--- src/rtl/cacheline_adaptor.sv ---
// cacheline_adaptor: turns one cache line read/write on the pmem_* side into a
// num_beats-long burst on the main-memory bus, and reports completion back.
//
// Handshake semantics (both sides):
//   Cache side: read_i/write_i are sampled only in IDLE. Once a request is
//   taken, the cache-side inputs are ignored until resp_o has pulsed for one
//   cycle and the FSM is back in IDLE.
//   Memory side: read_o/write_o stay high for the whole burst. Every cycle
//   with resp_i=1 transfers exactly one beat: burst_i is captured on a read,
//   and burst_o is consumed on a write. Cycles with resp_i=0 are gaps that
//   hold all state. resp_i is ignored outside READ/WRITE.
module cacheline_adaptor #(
    parameter int s_line    = 256,
    parameter int s_burst   = 64,
    parameter int num_beats = s_line / s_burst
) (
    input  logic                clk,
    input  logic                rst,
    input  logic [31:0]         address_i,
    input  logic [s_line-1:0]   line_i,
    output logic [s_line-1:0]   line_o,
    input  logic                read_i,
    input  logic                write_i,
    output logic                resp_o,
    output logic [31:0]         address_o,
    input  logic [s_burst-1:0]  burst_i,
    output logic [s_burst-1:0]  burst_o,
    output logic                read_o,
    output logic                write_o,
    input  logic                resp_i,
    output logic [1:0]          state_o
);

    localparam int cnt_w = $clog2(num_beats);
    localparam int off_w = $clog2(s_line / 8);
    localparam logic [cnt_w-1:0] last_cnt = cnt_w'(num_beats - 1);

    typedef enum logic [1:0] {
        IDLE  = 2'd0,
        READ  = 2'd1,
        WRITE = 2'd2,
        DONE  = 2'd3
    } state_t;

    state_t              state;
    logic [cnt_w-1:0]    cnt;
    logic [cnt_w-1:0]    cnt_nxt;
    logic [s_line-1:0]   wbuf;

    // Byte-offset bits of the incoming address are dropped by line alignment.
    logic unused_addr_bits;
    assign unused_addr_bits = ^address_i[off_w-1:0];

    assign cnt_nxt = cnt + cnt_w'(1);
    assign state_o = state;

    // Burst sequencer: request capture, beat counting and registered outputs.
    always_ff @(posedge clk or negedge rst) begin
        if (!rst) begin
            state     <= IDLE;
            cnt       <= '0;
            wbuf      <= '0;
            line_o    <= '0;
            address_o <= '0;
            burst_o   <= '0;
            read_o    <= 1'b0;
            write_o   <= 1'b0;
            resp_o    <= 1'b0;
        end else begin
            resp_o <= 1'b0;
            case (state)
                IDLE: begin
                    cnt <= '0;
                    if (read_i) begin
                        address_o <= {address_i[31:off_w], {off_w{1'b0}}};
                        read_o    <= 1'b1;
                        state     <= READ;
                    end else if (write_i) begin
                        address_o <= {address_i[31:off_w], {off_w{1'b0}}};
                        wbuf      <= line_i;
                        burst_o   <= line_i[s_burst-1:0];
                        write_o   <= 1'b1;
                        state     <= WRITE;
                    end
                end
                READ: begin
                    if (resp_i) begin
                        line_o[cnt*s_burst +: s_burst] <= burst_i;
                        cnt <= cnt_nxt;
                        if (cnt == last_cnt) begin
                            read_o <= 1'b0;
                            resp_o <= 1'b1;
                            state  <= DONE;
                        end
                    end
                end
                WRITE: begin
                    if (resp_i) begin
                        cnt <= cnt_nxt;
                        if (cnt == last_cnt) begin
                            write_o <= 1'b0;
                            burst_o <= '0;
                            resp_o  <= 1'b1;
                            state   <= DONE;
                        end else begin
                            // Present the next beat so it is stable before its resp_i.
                            burst_o <= wbuf[cnt_nxt*s_burst +: s_burst];
                        end
                    end
                end
                DONE: begin
                    state <= IDLE;
                end
                default: begin
                    state <= IDLE;
                end
            endcase
        end
    end

endmodule

--- config.mk ---
export PLATFORM = sky130hd
export DESIGN_NAME = cacheline_adaptor
export DESIGN_NICKNAME = d
export VERILOG_FILES = /design/src/rtl/cacheline_adaptor.sv
export SDC_FILE = /design/constraint.sdc
export NUM_CORES = 1
export LEC_CHECK = 0
export ABC_CLOCK_PERIOD_IN_PS = 2900
export BUFFER_PORTS_ARGS = -buffer_cell sky130_fd_sc_hd__clkbuf_2
export CAP_MARGIN = 25
export CORE_ASPECT_RATIO = 0.7
export CORE_MARGIN = 2
export CORE_UTILIZATION = 30
export DETAILED_ROUTE_END_ITERATION = 8
export HOLD_SLACK_MARGIN = 0.08
export PLACE_DENSITY_LB_ADDON = 0.3
export SYNTH_ARGS = -nofsm -noshare
export SYNTH_HDL_FRONTEND = slang
export SYNTH_SLANG_ARGS = --single-unit
--- constraint.sdc ---
create_clock -name clk -period 2.9 [get_ports clk]
set_input_delay 0.145 -clock clk [delete_from_list [all_inputs] [get_ports clk]]
set_output_delay 0.145 -clock clk [all_outputs]
set_load 0.005 [all_outputs]
### Word level (Yosys, flattened, before mapping)

Index checks and enable logic that the tools add are counted.

* register bits after elaboration: 615
* input bits: 357
* logic and storage cells: 68

* add/subtract/negate cells: 2
* equal/unequal tests: 14
* shift-type cells: 3
* mux-type cells: 25
* bitwise operators: 1
* reduce and logical (&&, ||, !) cells: 14

Operators by type and width (count)
* bitwise mux 256 bit: 1
* two-way mux 64 bit: 4
* variable shift 64 x 34 -> 256 bit (first input constant): 1
* indexed part select 256 x 9 -> 64 bit: 1
* indexed part select 64 x 34 -> 256 bit: 1
* case mux 64 bit (2 select lines): 1
* two-way mux 32 bit: 2
* negator 8 -> 34 bit: 1
* != test 2 bit (second input constant): 7
* two-way mux 2 bit: 5
* two-way mux 1 bit: 8
* AND reduction 4 bit: 2
* nonzero test 2 bit: 4
* equality test 2 bit (second input constant): 3
* case mux 2 bit (3 select lines): 1
* AND reduction 2 bit: 3
* AND reduction 3 bit: 2
* AND reduction 5 bit: 1
* != test 2 x 1 -> 1 bit (second input constant): 2
* case mux 1 bit (2 select lines): 2
* case mux 2 bit (2 select lines): 1
* != test 3 bit (second input constant): 1
* adder 2 x 1 -> 2 bit (second input constant): 1
* equality test 2 x 1 -> 1 bit (second input constant): 1
* other kinds (3): 3

### Logic depth before layout (Yosys ltp)

* depth after elaboration: 5
* mapped depth: 9
* mapped depth without buffers: 5

### Worst setup path after synthesis

No wires, ideal clock.

* kind: register -> register
* start point: register cnt[0]
* end point: register burst_o[24]
* setup time: 0.125 ns
* arrival: 2.249 ns
* data required time: 2.775 ns
* slack: 0.526 ns
* stages on the path, launching flop included: 10
* clock period less this slack: 2.374 ns
* cells stage by stage: dfrtp_1 > buf_6 > buf_8 > inv_2 > ha_1 > buf_2 > buf_2 > mux4_2 > a22o_1 > mux2_2

* word-level cells in the longest chain between the ends: 5
* elaborated cells between the ends (all ways): 6
* those cells by class: add/sub: 1; eq/ne: 1; shift: 1; mux: 3

Ends and longest elaborated chain
* from (decl): RTL line 46 `logic [cnt_w-1:0] cnt;`
* from (signal assigned): RTL line 89 `cnt <= cnt_nxt;`
* from (signal assigned): RTL line 99 `cnt <= cnt_nxt;`
* adder 2 x 1 -> 2 bit: RTL line 54 `assign cnt_nxt = cnt + cnt_w'(1);`
* indexed part select 256 x 9 -> 64 bit: RTL line 107 `burst_o <= wbuf[cnt_nxt*s_burst +: s_burst];`
* two-way mux 64 bit (*): RTL line 100 `if (cnt == last_cnt) begin`
* two-way mux 64 bit (*): RTL line 98 `if (resp_i) begin`
* case mux 64 bit (2 select lines) (*): RTL line 71 `case (state)`
* to (signal assigned): RTL line 81 `burst_o <= line_i[s_burst-1:0];`
* to (signal assigned): RTL line 107
* to (decl): RTL line 27 `output logic [s_burst-1:0] burst_o,`

Mark *: on every way between the ends. The rest lies on a longest branch, timed or not. The select of a mux whose other input is x is not followed.
A chain may end at the register's enable or synchronous reset.

### Worst setup path after layout

* start point: register state[0], in the netlist state_o[0]
* end point: register burst_o[35]

* word-level cells in the longest chain between the ends: 3
* elaborated cells between the ends (all ways): 8
* those cells by class: eq/ne: 4; mux: 1; reduce/logical: 3

Ends and longest elaborated chain
* from (decl): RTL line 45 `state_t state;`
* from (signal assigned): RTL line 60 `state <= IDLE;`
* from (signal assigned): RTL line 77 `state <= READ;`
* from (signal assigned): RTL line 83 `state <= WRITE;`
* equality test 2 bit or logical NOT 2 bit (tied branches): RTL line 71
* != test 2 bit (no line) or nonzero test 2 bit (tied branches)
* AND reduction 4 bit (no line)

Several ways; a longest one is shown, not always the timed one.

==> impl_metrics.env <==
export IMPL_required_ns=3.41
export IMPL_critPathKind="flop to flop"
export IMPL_cap_violations=0
export IMPL_syn_area_per_cell_um2=16.10
export IMPL_ir_drop_uv=525.4
export IMPL_drt_drc_violations_left=0
export IMPL_finalSetupTns_ns=0
export IMPL_ys_types=33
export IMPL_rows=87
export IMPL_fp_dieH_um=243.4
export IMPL_power_leakage_nw=17.02
export IMPL_synthesis_area_mm2=0.02456
export IMPL_gp_congestion=0.8372
export IMPL_htree_levels=2
export IMPL_yosys_top_cells_area="dfrtp_1, mux2_2, a22o_1"
export IMPL_final_layout_size_suffix_gt1_share_pct=48.92
export IMPL_postLayoutCoreUtil_pct=43.64
export IMPL_hpwlAfterDp_um=53870
export IMPL_grt_max_degree=79
export IMPL_cts_root_buffer="clkbuf_16"
export IMPL_ant_nets=0
export IMPL_portBuffers=703
export IMPL_crit_start="state_o[0]"
export IMPL_overflow=0
export IMPL_rsz0062_at_grt="no"
export IMPL_grt_total_usage_pct=18.33
export IMPL_reg2reg_from="state_o[0]"
export IMPL_clockBufferDepth=3
export IMPL_tightest_slew_ns=0.9563
export IMPL_firstDrtPassIters=4
export IMPL_via_count=18030
export IMPL_syn_to_final_growth_pct=43.49
export IMPL_yosysMostFrequentCell="dfrtp_1"
export IMPL_yosys_register_bits=610
export IMPL_initial_core_util_pct=30.41
export IMPL_slew_headroom_pct=36.25
export IMPL_ys_warn_count=0
export IMPL_cts_buffers=60
export IMPL_hold_viol=0
export IMPL_crit_slowest_cell="and3_4"
export IMPL_cts_sinks=610
export IMPL_path_cells="inv_1, ha_1, mux2_2, and3_4, buf_12, mux2_2"
export IMPL_fp_coreArea_mm2=0.08077
export IMPL_drt_initial_drc_count=856
export IMPL_final_nets=2945
export IMPL_synth_enable_flop_cells=0
export IMPL_cts_resized=0
export IMPL_clk_pin_slew_ns=0.07
export IMPL_die_x_um=346.0
export IMPL_status="completed"
export IMPL_netlist_area_leader_share_pct=62.14
export IMPL_hp_class="primary input to async pin"
export IMPL_yosysTopAreaCell="dfrtp_1"
export IMPL_setup_violations_final=0
export IMPL_critPathMaxFanout=26
export IMPL_finalWirelength_um=78870
export IMPL_ctsHoldBuffers=351
export IMPL_multi_input_area_mm2=0.008690
export IMPL_via_per_inst=4.877
export IMPL_antenna_found_initial=4
export IMPL_critPathMostFrequentCell="mux2_2"
export IMPL_grt_pass1_vias=19710
export IMPL_maxSlewViolCount=0
export IMPL_endpoint_kind="flop"
export IMPL_yosysSeqAreaShare_pct=62.14
export IMPL_grt_pass1_wl_um=120900
export IMPL_fillerInstances=7345
export IMPL_clock_latency_ns=0.64
export IMPL_max_stage_delay_ns=0.42
export IMPL_synthTopCellsByCount="dfrtp_1, mux2_2, a22o_1, mux4_2, buf_2"
export IMPL_finalCritPeriodShare_pct=81.00
export IMPL_ys_flop_type="dfrtp_1"
export IMPL_ioPinCount=714
export IMPL_cts_setup_buffers=0
export IMPL_die_area_mm2=0.08422
export IMPL_wl_per_cell_um=21.33
export IMPL_finalCriticalPeriod_ns=2.349
export IMPL_power_density_mw_per_mm2=1034
export IMPL_fin_skew_ns=0.02918
export IMPL_postSynth_asyncResetShare_pct=100.0
export IMPL_regArea_mm2=0.01527
export IMPL_fmax_mhz=425.7
export IMPL_arrival_ns=2.86
export IMPL_synth_cells=1526
export IMPL_cp_start_kind="flop"
export IMPL_cts_tree="built"
-- final cells by class --
class	count	share of cell area, %
Sequential cell	610	43.32
Tap cell	1068	3.791
Clock buffer	88	4.987
Clock inverter	24	1.246
Inverter	6	0.06389
Multi-Input combinational cell	790	24.65
Timing Repair Buffer	1109	21.93
Antenna cell	2	0.01420
-- cell usage in the layout, fill, tap and decap left out, types with 2 or more instances in the layout --
master / count
dlygate4sd3_1: 351
bufinv_16: 11
nand2b_1: 3
clkinv_2: 8
ha_1: 10
conb_1: 5
clkbuf_1: 14
nor4_4: 2
a22o_1: 320
inv_1: 4
nand3_1: 2
mux2i_1: 4
mux4_2: 64
diode_2: 2
and3_1: 3
dfrtp_1: 609
buf_12: 22
inv_6: 2
mux2_2: 349
nor4_2: 2
a21oi_1: 2
nor2_1: 3
inv_2: 2
clkbuf_16: 61
inv_16: 2
buf_4: 33
nand2_1: 5
nand3_2: 4
o2bb2ai_1: 2
clkbuf_2: 702
clkbuf_8: 13
-- kinds of logic (layout without fill, tap and decap cells) --
kind of cell / count (synthesis) / after routing / synth area share [%]
compound gates: 328 / 328 / 11.64
fa+ha+maj: 11 / 11 / 0.5603
buf+inv: 130 / 1227 / 2.827
flops: 610 / 610 / 62.14
mux: 417 / 417 / 22.03
other cells: 1 / 7 / 0.01527
simple gates: 29 / 29 / 0.7895
-- layer usage --
metal	track usage (%)	vias to the layer above	part of all wire (%)
met1	23.53	9387	42
met3	3.817	129	5.7
li1	-	7916	-
met5	0	-	0.0089
met4	5.690	2	2.8
met2	31.10	598	50
-- state kept, by name, summed over array words and instances (netlist names) --
name	cells
state_o	2
cnt	2
read_o	1
address_o	27
resp_o	1
burst_o	64
line_o	256
wbuf	256
write_o	1
-- path summary, 6_finish.rpt --
| kind | cells after the start | end | slack, ns |
|---|---|---|---|
| max | 6 | burst_o[35] | 0.55 |
| min | 2 | wbuf[230] | 0.08 |
| max reg2reg | 6 | burst_o[35] | 0.55 |
| min reg2reg | 1 | wbuf[218] | 0.50 |
| max in group asynchronous | 4 | line_o[15] | 1.84 |
| min in group clk | 3 | wbuf[253] | 0.28 |
-- stage by stage --
step	cells	setup WS, ns	hold slack, ns	cell area, um^2	total power, W
after floorplan	1530	0.5264	-0.1506	24580	0.02203
after global placement	3232	0.6065	0.1808	29530	0.02709
after detailed placement	3232	0.5550	0.1975	29530	0.02759
after CTS	3695	0.5137	0.08739	35240	0.03681
after global routing	3697	0.3656	0.1350	35250	0.03847
final	3697	0.5510	0.08485	35250	0.03644
-- worst max-delay path, delay by kind of cell, from the launching register on --
| family | cells | cell delay [ns] |
|---|---|---|
| fa+ha+maj | 1 | 0.34 |
| buf+inv | 2 | 0.43 |
| flops | 1 | 0.41 |
| mux | 2 | 0.57 |
| simple gates | 1 | 0.42 |
-- power by group --
part / total (W) / leakage [nW] / switching, W / internal, W
Sequential: 0.0144 / 7.80 / 0.00210 / 0.0123
Clock: 0.00868 / 1.08 / 0.00348 / 0.00520
Combinational: 0.0134 / 8.13 / 0.00573 / 0.00763
Note: power is estimated with default switching activity, not from simulation.
